## config.mk

```make
export PLATFORM = sky130hd
export DESIGN_NAME = dncnt_timer
export DESIGN_NICKNAME = d
export VERILOG_FILES = /design/src/rtl/dncnt_timer.sv
export SDC_FILE = /design/constraint.sdc
export NUM_CORES = 1
export LEC_CHECK = 0
export ABC_AREA = 1
export CORE_UTILIZATION = 45
export DETAILED_ROUTE_END_ITERATION = 8
export MAX_ROUTING_LAYER = met4
export PLACE_DENSITY = 0.76
export REMOVE_ABC_BUFFERS = 1
export SYNTH_ARGS = -nofsm -noshare
export SYNTH_HDL_FRONTEND = slang
export SYNTH_SLANG_ARGS = --single-unit
```

## constraint.sdc

```tcl
create_clock -name clk_i -period 2.5 [get_ports clk_i]
set_input_delay 0.5 -clock clk_i [delete_from_list [all_inputs] [get_ports clk_i]]
set_output_delay 0.5 -clock clk_i [all_outputs]
set_load 0.1 [all_outputs]
```

## src/rtl/dncnt_timer.sv

```systemverilog
// Loadable down-counter/timer (IDLE/RUN/DONE) with a one-cycle done pulse; DNCNT_AUTORELOAD_EN adds periodic reload.
// All outputs are registered and load/start show one cycle after sampling; no backpressure, and inputs are ignored outside their own state.
module dncnt_timer #(
   parameter int WIDTH = 4
) (
   input  logic             clk_i,
   input  logic             a_reset_i,
   input  logic             s_reset_i,
   input  logic             load_i,
   input  logic [WIDTH-1:0] load_val_i,
   input  logic             start_i,
   input  logic             en_i,
   input  logic             stop_i,
   output logic [WIDTH-1:0] count_o,
   output logic             busy_o,
   output logic             done_o
);

   typedef enum logic [1:0] {
      S_IDLE = 2'd0,
      S_RUN  = 2'd1,
      S_DONE = 2'd2
   } state_e;

   state_e           state_q, state_d;
   logic [WIDTH-1:0] count_q, count_d;
   logic             done_q, done_d;
   logic [WIDTH-1:0] start_val;
`ifdef DNCNT_AUTORELOAD_EN
   logic [WIDTH-1:0] reload_q, reload_d;
`endif

   always_ff @(posedge clk_i or negedge a_reset_i) begin
      if (!a_reset_i) begin
         state_q <= S_IDLE;
         count_q <= '0;
         done_q  <= 1'b0;
`ifdef DNCNT_AUTORELOAD_EN
         reload_q <= '0;
`endif
      end else begin
         state_q <= state_d;
         count_q <= count_d;
         done_q  <= done_d;
`ifdef DNCNT_AUTORELOAD_EN
         reload_q <= reload_d;
`endif
      end
   end

   always_comb begin
      state_d   = state_q;
      count_d   = count_q;
      done_d    = 1'b0;
      start_val = load_i ? load_val_i : count_q;
`ifdef DNCNT_AUTORELOAD_EN
      reload_d  = reload_q;
`endif
      if (s_reset_i) begin
         state_d = S_IDLE;
         count_d = '0;
`ifdef DNCNT_AUTORELOAD_EN
         reload_d = '0;
`endif
      end else begin
         case (state_q)
            S_IDLE: begin
               if (load_i) begin
                  count_d = load_val_i;
`ifdef DNCNT_AUTORELOAD_EN
                  reload_d = load_val_i;
`endif
               end
               // A simultaneous load decides RUN vs DONE on the new value.
               if (start_i) begin
                  if (start_val != '0) begin
                     state_d = S_RUN;
                  end else begin
                     state_d = S_DONE;
                     done_d  = 1'b1;
                  end
               end
            end
            S_RUN: begin
               if (stop_i) begin
                  state_d = S_IDLE;
               end else if (en_i) begin
                  if (count_q > WIDTH'(1)) begin
                     count_d = count_q - WIDTH'(1);
                  end else begin
                     done_d = 1'b1;
`ifdef DNCNT_AUTORELOAD_EN
                     if (reload_q != '0) begin
                        count_d = reload_q;
                     end else begin
                        count_d = '0;
                        state_d = S_DONE;
                     end
`else
                     count_d = '0;
                     state_d = S_DONE;
`endif
                  end
               end
            end
            S_DONE: begin
               state_d = S_IDLE;
            end
            default: begin
               state_d = S_IDLE;
               count_d = '0;
            end
         endcase
      end
   end

   assign count_o = count_q;
   assign busy_o  = (state_q == S_RUN);
   assign done_o  = done_q;

endmodule

```

==> results of run 1 <==
-- per-layer routing --
metal	wire length, um	track usage (%)	vias to the layer above
met2	618	34.2	13
met5	0	-	-
met3	51	4.65	2
met4	19	20.7	0
met1	634	26.3	270
li1	-	-	351
-- final timing paths --
kind / startpoint / endpoint / slack (ps)
max in group asynchronous: a_reset_i / count_o[3]$_DFFE_PN0P_ / 1780
min in group clk_i: count_o[0]$_DFFE_PN0P_ / count_o[0]$_DFFE_PN0P_ / 570
hold reg to reg: count_o[0]$_DFFE_PN0P_ / count_o[0]$_DFFE_PN0P_ / 570
setup / recovery: load_i / done_o$_DFF_PN0_ / 820
setup reg to reg: count_o[0]$_DFFE_PN0P_ / count_o[3]$_DFFE_PN0P_ / 1090
hold / removal: a_reset_i / state_q[0]$_DFFE_PN0P_ / 500
-- per-stage QoR --
stage	cell area [sq um]	total power (uW)	hold WS, ps	setup slack, ps
2_1_floorplan	592	606	204	471
3_3_place_gp	754	721	552	647
3_5_place_dp	754	726	571	573
4_1_cts	781	827	500	827
5_1_grt	781	891	533	672
6_report	781	819	503	821
-- cells in the mapped netlist, drive strengths merged --
cell type / number
o22ai: 1
inv: 18
nand3: 5
nor2: 10
ha: 2
dfrtp: 7
o21ai: 6
buf: 1
xnor2: 1
a21oi: 3
nand2: 50
or2: 1
-- cell families (layout without fill, tap and decap cells) --
kind of cell             after synthesis  after routing
buffers and inverters                 19             38
XOR/XNOR                               1              1
adder cells (fa/ha/maj)                2              2
flip-flops                             7              7
AND/OR/NAND/NOR                       66             66
AO/OA/AOI/OAI                         10             10
-- area by class of cell --
| type | count | area [sq um] | share of cell area, % |
|---|---|---|---|
| flip-flops and latches | 7 | 175 | 22.4 |
| clock buffers | 4 | 26.3 | 3.37 |
| inverters | 18 | 67.6 | 8.65 |
| repair buffers | 16 | 145 | 18.6 |
| well taps | 14 | 17.5 | 2.24 |
| multi-input cells | 79 | 349 | 44.7 |
-- report_power, final --
group / internal, uW / total [uW] / switching, uW
logic: 149 / 540 / 391
clock network: 60.4 / 95.1 / 34.7
registers: 144 / 184 / 39.9
total: 354 / 819 / 465
-- worst reg2reg max path: cells and delay by family, from the launching register on --
kind	cells	cell delay [ps]
AND/OR/NAND/NOR	7	430
flip-flops	1	410
buffers and inverters	3	250
adder cells (fa/ha/maj)	1	210
-- state kept, by name, indices dropped and copies added (netlist names) --
register,flops
state_q,2
done_o,1
count_o,4
==> load_flow_metrics.sql, run 1 <==
INSERT INTO impl_metrics (metric_group, metric, value, unit) VALUES
('power_and_ir_drop', 'peakVddDrop', '0.599', 'mV'),
('detailed_routing', 'finalWirelength', '1320', 'um'),
('setup_path', 'reg2reg_depth', '11', ''),
('setup_path', 'cp_peak_stage_delay', '680', 'ps'),
('synth', 'post_synth.cell_area_avg', '5.71', 'sq um'),
('final_layout', 'synth_to_final_area_change', '30.3', '%'),
('final_layout', 'layout_common_cells', 'nand2_1, inv_1, clkdlybuf4s50_1, nor2_1, dfrtp_1', ''),
('global_route', 'antenna_found_initial', '0', ''),
('final_layout', 'drive_above_1_share', '8.87', '%'),
('detailed_routing', 'drt-wirelength-per-cell', '9.59', 'um'),
('setup_path', 'critical_path.cell_chain', 'clkdlybuf4s50_1, inv_1, nand2_1, nand2_1, nor2_1, nand3_1, a21oi_1', ''),
('detailed_routing', 'drt-vias-per-instance', '4.61', ''),
('final_layout', 'layout.cells.most_common', 'nand2_1', ''),
('synth', 'area_fraction_in_and_or_nand_and_nor_cells_after_synthesis', '44.1', '%'),
('final_layout', 'layout.core_utilization', '66.7', '%'),
('sta', 'time_the_worst_path_needs_with_i_o_delays_and_setup', '1680', 'ps'),
('final_layout', 'stdcell_count', '138', ''),
('synth', 'synth_adder_area_share', '4.18', '%'),
('final_layout', 'num-fill-cells', '115', ''),
('detailed_routing', 'detailedRoute.firstIterationViolations', '14', ''),
('synth', 'synth_compound_gate_area_share', '8.56', '%'),
('setup_path', 'end_kind', 'flop', ''),
('detailed_routing', 'ant_nets', '0', ''),
('sta', 'timing.final.max_slew_violations', '0', ''),
('synth', 'post-synth-top-area-cell', 'nand2_1', ''),
('global_route', 'grt_overflow_total', '0', ''),
('global_route', 'vias_in_the_first_global_route', '566', ''),
('power_and_ir_drop', 'cellPowerDensity', '1050', 'nW/um^2'),
('clocking', 'cts.path.max_buffers', '2', ''),
('synth', 'cell_types_occupying_the_most_area_after_synthesis', 'nand2_1, dfrtp_1, inv_1', ''),
('setup_path', 'critical_path.most_common_cell', 'nand2_1', ''),
('sta', 'setup-violations-final', '0', ''),
('sta', 'fin_crit_sh', '67.2', '%'),
('floorplanning', 'floorplan.die_area', '1480', 'sq um'),
('clocking', 'postCtsResizedCells', '0', ''),
('final_layout', 'antenna-diode-count', '0', ''),
('sta', 'worst_slew_margin_rel', '76.7', '%'),
('global_route', 'grtUsageTotal', '23.2', '%'),
('final_layout', 'final_net_count', '138', ''),
('sta', 'final_total_negative_setup_slack', '0', 'ps'),
('setup_path', 'crit_path_top_delay_cell', 'clkdlybuf4s50_1', ''),
('sta', 'rsz0062_at_grt', 'no', ''),
('sta', 'finalHoldViolCount', '0', ''),
('synth', 'netlist-cell-type-count', '14', ''),
('detailed_routing', 'drt_drc_violations_left', '0', ''),
('setup_path', 'nature_of_the_critical_path_startpoint', 'primary input', ''),
('worst_hold_path', 'timing.hold.worst.class', 'primary input to asynchronous set/reset pin', ''),
('global_route', 'grt_max_degree', '13', ''),
('detailed_routing', 'via_count', '636', ''),
('synth', 'synth.top_cell.area_share', '31.3', '%'),
('setup_path', 'arrival', '1850', 'ps'),
('place', 'final_replace_weighted_congestion', '0.891', ''),
('flow_run', 'drv_cap', '0', ''),
('synth', 'ys_seq_area_share', '29.2', '%'),
('synth', 'synth-xor-area-share', '1.46', '%'),
('sta', 'skew', '3.21', 'ps'),
('floorplanning', 'floorplan.io_pins', '17', ''),
('power_and_ir_drop', 'leakagePower', '0.000459', 'uW'),
('floorplanning', 'fp.dieH', '38.5', 'um'),
('sta', 'fmax', '596', 'MHz'),
('floorplanning', 'design.core.area', '1170', 'sq um'),
('setup_path', 'worst-setup-path-type', 'primary input to flop', ''),
('global_route', 'grt_first_pass_wirelength', '2190', 'um'),
('floorplanning', 'die_x', '38.5', 'um'),
('run_status', 'run_status', 'finished, final reports clean', ''),
('place', 'io_buffers', '16', ''),
('setup_path', 'critical_path_peak_fanout', '12', ''),
('sta', 'timing_worst_slew_pin_value', '348', 'ps'),
('synth', 'yosysWarnings', '0', ''),
('clocking', 'cts-buffers-inserted', '3', ''),
('setup_path', 'worstSetupPathDepth', '7', '');
Power figures use the tool's default switching activity.
==> run 2: changes to the inputs <==
clock period = 1.7 ns   (was 2.5 ns; I/O delays follow)
==> load_flow_metrics.sql, run 2 (same netlist as run 1, synthesis figures left out) <==
INSERT INTO impl_metrics (metric_group, metric, value, unit) VALUES
('detailed_routing', 'detailedRoute.firstIterationViolations', '13', ''),
('global_route', 'grtUsageTotal', '23.3', '%'),
('sta', 'finalHoldViolCount', '0', ''),
('final_layout', 'layout.cells.most_common', 'nand2_1', ''),
('final_layout', 'largest_register_ffs', '4', ''),
('worst_hold_path', 'timing.hold.worst.class', 'primary input to asynchronous set/reset pin', ''),
('sta', 'setup_ws', '187', 'ps'),
('run_status', 'run_status', 'finished, final reports clean', ''),
('floorplanning', 'fp.dieH', '38.5', 'um'),
('detailed_routing', 'drt_drc_violations_left', '0', ''),
('final_layout', 'final_net_count', '139', ''),
('detailed_routing', 'drt-wirelength-per-cell', '10.2', 'um'),
('clocking', 'cts.reportedPaths.clkPinSlew', '50', 'ps'),
('sta', 'timing.final.max_slew_violations', '0', ''),
('clocking', 'cts.root.buffer_cell', 'clkbuf_4', ''),
('sta', 'rsz0062_at_grt', 'no', ''),
('global_route', 'grt_max_degree', '10', ''),
('sta', 'setup-violations-final', '0', ''),
('clocking', 'cts.sink_count', '7', ''),
('place', 'io_buffers', '16', ''),
('floorplanning', 'initial_core_util', '51.2', '%'),
('clocking', 'cts_tree', 'yes', ''),
('flow_run', 'drv_cap', '0', ''),
('final_layout', 'regArea', '175', 'sq um'),
('final_layout', 'multi_input_comb_area', '349', 'sq um'),
('floorplanning', 'design.core.area', '1170', 'sq um'),
('place', 'place.detailed.hpwl', '1190', 'um'),
('detailed_routing', 'firstDrtPassIters', '4', ''),
('floorplanning', 'num_rows', '12', ''),
('detailed_routing', 'finalWirelength', '1410', 'um'),
('setup_path', 'r2r-start', 'count_o[0]$_DFFE_PN0P_', ''),
('global_route', 'vias_in_the_first_global_route', '589', ''),
('clocking', 'postCtsSetupBuffers', '0', ''),
('power_and_ir_drop', 'leakagePower', '0.000482', 'uW'),
('clocking', 'worstSkewPairLatency', '240', 'ps'),
('setup_path', 'nature_of_the_critical_path_startpoint', 'flop', ''),
('setup_path', 'reg2reg_depth', '9', ''),
('setup_path', 'arrival', '1690', 'ps'),
('setup_path', 'end_kind', 'flop', ''),
('clocking', 'cts-buffers-inserted', '3', ''),
('sta', 'worst_slew_margin_rel', '79.4', '%'),
('global_route', 'grt_overflow_total', '0', ''),
('place', 'dp_slack', '89.5', 'ps'),
('sta', 'fin_hold_ws', '357', 'ps'),
('clocking', 'ctsHtreeMaxLevel', '1', ''),
('clocking', 'holdBufCountCts', '0', ''),
('sta', 'time_the_worst_path_needs_with_i_o_delays_and_setup', '1510', 'ps'),
('sta', 'skew', '1.32', 'ps'),
('setup_path', 'critical_path_peak_fanout', '5', ''),
('global_route', 'grt_first_pass_wirelength', '2300', 'um'),
('final_layout', 'antenna-diode-count', '0', ''),
('place', 'final_replace_weighted_congestion', '0.874', ''),
('global_route', 'antenna_found_initial', '0', ''),
('detailed_routing', 'drt-vias-per-instance', '4.71', ''),
('final_layout', 'num-fill-cells', '100', ''),
('floorplanning', 'floorplan.die_area', '1480', 'sq um'),
('sta', 'timing_worst_slew_pin_value', '309', 'ps'),
('power_and_ir_drop', 'peakVddDrop', '0.901', 'mV'),
('floorplanning', 'die_x', '38.5', 'um'),
('clocking', 'postCtsResizedCells', '0', ''),
('sta', 'fin_crit_sh', '89.0', '%'),
('setup_path', 'reg2reg_to', 'count_o[0]$_DFFE_PN0P_', ''),
('detailed_routing', 'via_count', '655', ''),
('final_layout', 'layout_common_cells', 'nand2_1, inv_1, clkdlybuf4s50_1, nor2_1, dfrtp_1', ''),
('power_and_ir_drop', 'cellPowerDensity', '1550', 'nW/um^2'),
('detailed_routing', 'ant_nets', '0', ''),
('setup_path', 'worst-setup-path-type', 'flop to flop', ''),
('final_layout', 'synth_to_final_area_change', '44.1', '%'),
('clocking', 'cts.path.max_buffers', '2', ''),
('setup_path', 'crit_required', '1880', 'ps'),
('sta', 'fmax', '661', 'MHz'),
('setup_path', 'regToRegSetupSlack', '190', 'ps'),
('final_layout', 'drive_above_1_share', '9.60', '%'),
('floorplanning', 'floorplan.io_pins', '17', '');
==> run 2: changes by cell type in the layout (fill, tap and decap cells not counted), sizes merged <==
cell | previous run | this run
buf | 6 | 7
==> run 2: metrics by stage <==
step                std cells  util, %  power (uW)  setup TNS, ps  area (sq um)
global route              139     73.7        1420              0           863
CTS                       139     73.7        1350              0           863
detailed placement        135     71.5        1200              0           837
floorplan                 104        -         892          -1930           592
finish                    139     73.7        1340              0           863
global placement          135     71.5        1190              0           837
==> run 2: where the power goes <==
part / total, uW / internal, uW / switching, uW
logic: 907 / 323 / 583
registers: 291 / 211 / 80.2
clock network: 140 / 88.9 / 51.1
total: 1340 / 624 / 715
==> run 2: layout make-up <==
type	instances	share of cell area, %
multi-input cells	79	40.4
clock buffers	4	3.04
flip-flops and latches	7	20.3
well taps	14	2.03
repair buffers	17	26.4
inverters	18	7.83
==> run 2: critical path, cell delays in order (launching register included) <==
cell and delay, ps:
dfrtp_1 460, inv_1 140, ha_1 250, inv_1 60, nand2_1 50, nand2_1 50, nand2_1 90, o21ai_0 180
nand2_1 80, nand2_1 70
==> run 2: worst max-delay path by stage <==
stage / startpoint / end / slack (ps) / depth (start not counted)
2_1_floorplan: count_o[0]$_DFFE_PN0P_ / count_o[0]$_DFFE_PN0P_ / -330 / 9
3_3_place_gp: load_i / done_o$_DFF_PN0_ / 100 / 6
3_5_place_dp: load_i / state_q[1]$_DFFE_PN0P_ / 90 / 6
4_1_cts: count_o[0]$_DFFE_PN0P_ / count_o[0]$_DFFE_PN0P_ / 200 / 9
5_1_grt: count_o[0]$_DFFE_PN0P_ / count_o[0]$_DFFE_PN0P_ / 8 / 9
6_report: count_o[0]$_DFFE_PN0P_ / count_o[0]$_DFFE_PN0P_ / 190 / 9
==> run 2: layer usage <==
layer,vias up,share of wire [%],global-route usage [%]
li1,357,-,-
met1,278,46,26.4
met2,18,48,40.4
met3,2,5.0,3.49
met4,0,0.78,10.3
met5,-,0,-
==> run 3: changes to the inputs <==
CORE_MARGIN = 2   (was default)
TNS_END_PERCENT = 5   (was default)
==> load_flow_metrics.sql, run 3 (same netlist as run 1, synthesis figures left out) <==
INSERT INTO impl_metrics (metric_group, metric, value, unit) VALUES
('sta', 'setup_ws', '232', 'ps'),
('sta', 'finalHoldViolCount', '0', ''),
('sta', 'worst_slew_margin_rel', '79.8', '%'),
('place', 'place.detailed.hpwl', '1140', 'um'),
('global_route', 'vias_in_the_first_global_route', '539', ''),
('clocking', 'cts.reportedPaths.clkPinSlew', '50', 'ps'),
('final_layout', 'final_net_count', '140', ''),
('detailed_routing', 'firstDrtPassIters', '4', ''),
('global_route', 'grt_first_pass_wirelength', '2070', 'um'),
('final_layout', 'multi_input_comb_area', '349', 'sq um'),
('sta', 'timing.final.max_slew_violations', '0', ''),
('floorplanning', 'floorplan.die_area', '1640', 'sq um'),
('final_layout', 'synth_to_final_area_change', '45.7', '%'),
('place', 'dp_cells', '137', ''),
('setup_path', 'cpLargestDelayFamily', 'flip-flops', ''),
('sta', 'skew', '3.16', 'ps'),
('setup_path', 'cp_peak_stage_delay', '450', 'ps'),
('detailed_routing', 'drt-vias-per-instance', '4.61', ''),
('sta', 'fmax', '681', 'MHz'),
('setup_path', 'critical_path.cell_chain', 'inv_1, ha_1, inv_1, nand2_1, nand2_1, nand2_1, o21ai_0, nand2_1, nand2_1', ''),
('setup_path', 'arrival', '1650', 'ps'),
('final_layout', 'layout.cells.most_common', 'nand2_1', ''),
('clocking', 'cts.path.max_buffers', '2', ''),
('final_layout', 'stdcell_count', '141', ''),
('sta', 'fin_hold_ws', '348', 'ps'),
('global_route', 'grtUsageTotal', '19.6', '%'),
('power_and_ir_drop', 'cellPowerDensity', '1540', 'nW/um^2'),
('setup_path', 'timing.critical_path.buf_inv', '2', ''),
('setup_path', 'end_kind', 'flop', ''),
('final_layout', 'drive_above_1_share', '11.1', '%'),
('detailed_routing', 'via_count', '650', ''),
('final_layout', 'largest_register_ffs', '4', ''),
('clocking', 'cts-buffers-inserted', '3', ''),
('sta', 'time_the_worst_path_needs_with_i_o_delays_and_setup', '1470', 'ps'),
('sta', 'rsz0062_at_grt', 'no', ''),
('floorplanning', 'design.core.area', '1270', 'sq um'),
('floorplanning', 'floorplan.io_pins', '17', ''),
('power_and_ir_drop', 'leakagePower', '0.000486', 'uW'),
('setup_path', 'critical_path.most_common_cell', 'nand2_1', ''),
('floorplanning', 'initial_core_util', '47.2', '%'),
('detailed_routing', 'finalWirelength', '1360', 'um'),
('final_layout', 'num-fill-cells', '129', ''),
('clocking', 'cts_tree', 'yes', ''),
('clocking', 'cts.sink_count', '7', ''),
('detailed_routing', 'drt-wirelength-per-cell', '9.61', 'um'),
('detailed_routing', 'ant_nets', '0', ''),
('global_route', 'antenna_found_initial', '0', ''),
('setup_path', 'worstSetupPathDepth', '9', ''),
('power_and_ir_drop', 'peakVddDrop', '0.952', 'mV'),
('floorplanning', 'fp.dieH', '40.5', 'um'),
('setup_path', 'critical_path_peak_fanout', '5', ''),
('place', 'final_replace_weighted_congestion', '0.728', ''),
('setup_path', 'crit_path_top_delay_cell', 'dfrtp_1', ''),
('run_status', 'run_status', 'finished, final reports clean', ''),
('place', 'io_buffers', '16', ''),
('place', 'dp_slack', '133', 'ps'),
('sta', 'final_total_negative_setup_slack', '0', 'ps'),
('sta', 'timing_worst_slew_pin_value', '302', 'ps'),
('floorplanning', 'num_rows', '13', ''),
('clocking', 'cts.root.buffer_cell', 'clkbuf_4', ''),
('detailed_routing', 'drt_drc_violations_left', '0', ''),
('setup_path', 'nature_of_the_critical_path_startpoint', 'flop', ''),
('detailed_routing', 'detailedRoute.firstIterationViolations', '10', ''),
('global_route', 'grt_overflow_total', '0', ''),
('floorplanning', 'die_x', '40.5', 'um'),
('power_and_ir_drop', 'post-layout-total-power', '1350', 'uW'),
('setup_path', 'worst-setup-path-type', 'flop to flop', ''),
('worst_hold_path', 'timing.hold.worst.class', 'primary input to asynchronous set/reset pin', ''),
('setup_path', 'reg2reg_depth', '9', ''),
('final_layout', 'layout_common_cells', 'nand2_1, inv_1, clkdlybuf4s50_1, nor2_1', ''),
('final_layout', 'regArea', '176', 'sq um'),
('sta', 'setup-violations-final', '0', ''),
('clocking', 'ctsHtreeMaxLevel', '1', ''),
('flow_run', 'drv_cap', '0', ''),
('sta', 'fin_crit_sh', '86.3', '%'),
('setup_path', 'crit_required', '1880', 'ps'),
('clocking', 'worstSkewPairLatency', '240', 'ps'),
('final_layout', 'antenna-diode-count', '0', ''),
('global_route', 'grt_max_degree', '8', '');
[run 3: cell count changes in the layout (fill, tap and decap cells not counted), sizes merged]
| cell | delta |
|---|---|
| buf | +1 |
[run 3: cell type report]
class / count / share of cell area (%)
Clock buffer: 4 / 3.01
Inverter: 18 / 7.74
Multi-Input combinational cell: 79 / 40.0
Sequential cell: 7 / 20.2
Tap cell: 15 / 2.15
Timing Repair Buffer: 18 / 26.9
[run 3: through the flow]
| stage | area, sq um | utilization (%) |
|---|---|---|
| floorplan | 592 | - |
| CTS | 872 | 68.7 |
| detailed placement | 846 | 66.7 |
| global route | 873 | 68.8 |
| finish | 873 | 68.8 |
| global placement | 846 | 66.7 |
[run 3: final timing paths]
path	from	end	slack, ps
setup reg to reg	count_o[1]$_DFFE_PN0P_	count_o[0]$_DFFE_PN0P_	230
min in group clk_i	count_o[0]$_DFFE_PN0P_	count_o[0]$_DFFE_PN0P_	590
hold / removal	a_reset_i	state_q[1]$_DFFE_PN0P_	350
hold reg to reg	count_o[0]$_DFFE_PN0P_	count_o[0]$_DFFE_PN0P_	590
setup / recovery	count_o[1]$_DFFE_PN0P_	count_o[0]$_DFFE_PN0P_	230
max in group asynchronous	a_reset_i	count_o[0]$_DFFE_PN0P_	1100
[run 3: repair_timing]
| action | CTS | global route |
|---|---|---|
| gates resized for setup | 0 | 1 |
| hold buffers | 0 | 0 |
| setup endpoints to repair | 0 | 1 |
| buffers inserted | 0 | 0 |
[run 3: power breakdown]
group	internal (uW)	total [uW]	switching [uW]
clock	89.1	142	53.4
sequential	213	293	79.8
combinational	325	912	587
[run 3: per-layer routing]
metal	share of wire, %	up-vias	wire length, um	global-route usage (%)
met5	0	-	0	-
met4	0	0	0	7.50
met3	3.6	0	49	0
met2	48	12	646	32.5
met1	49	280	659	25.4
li1	-	358	-	-
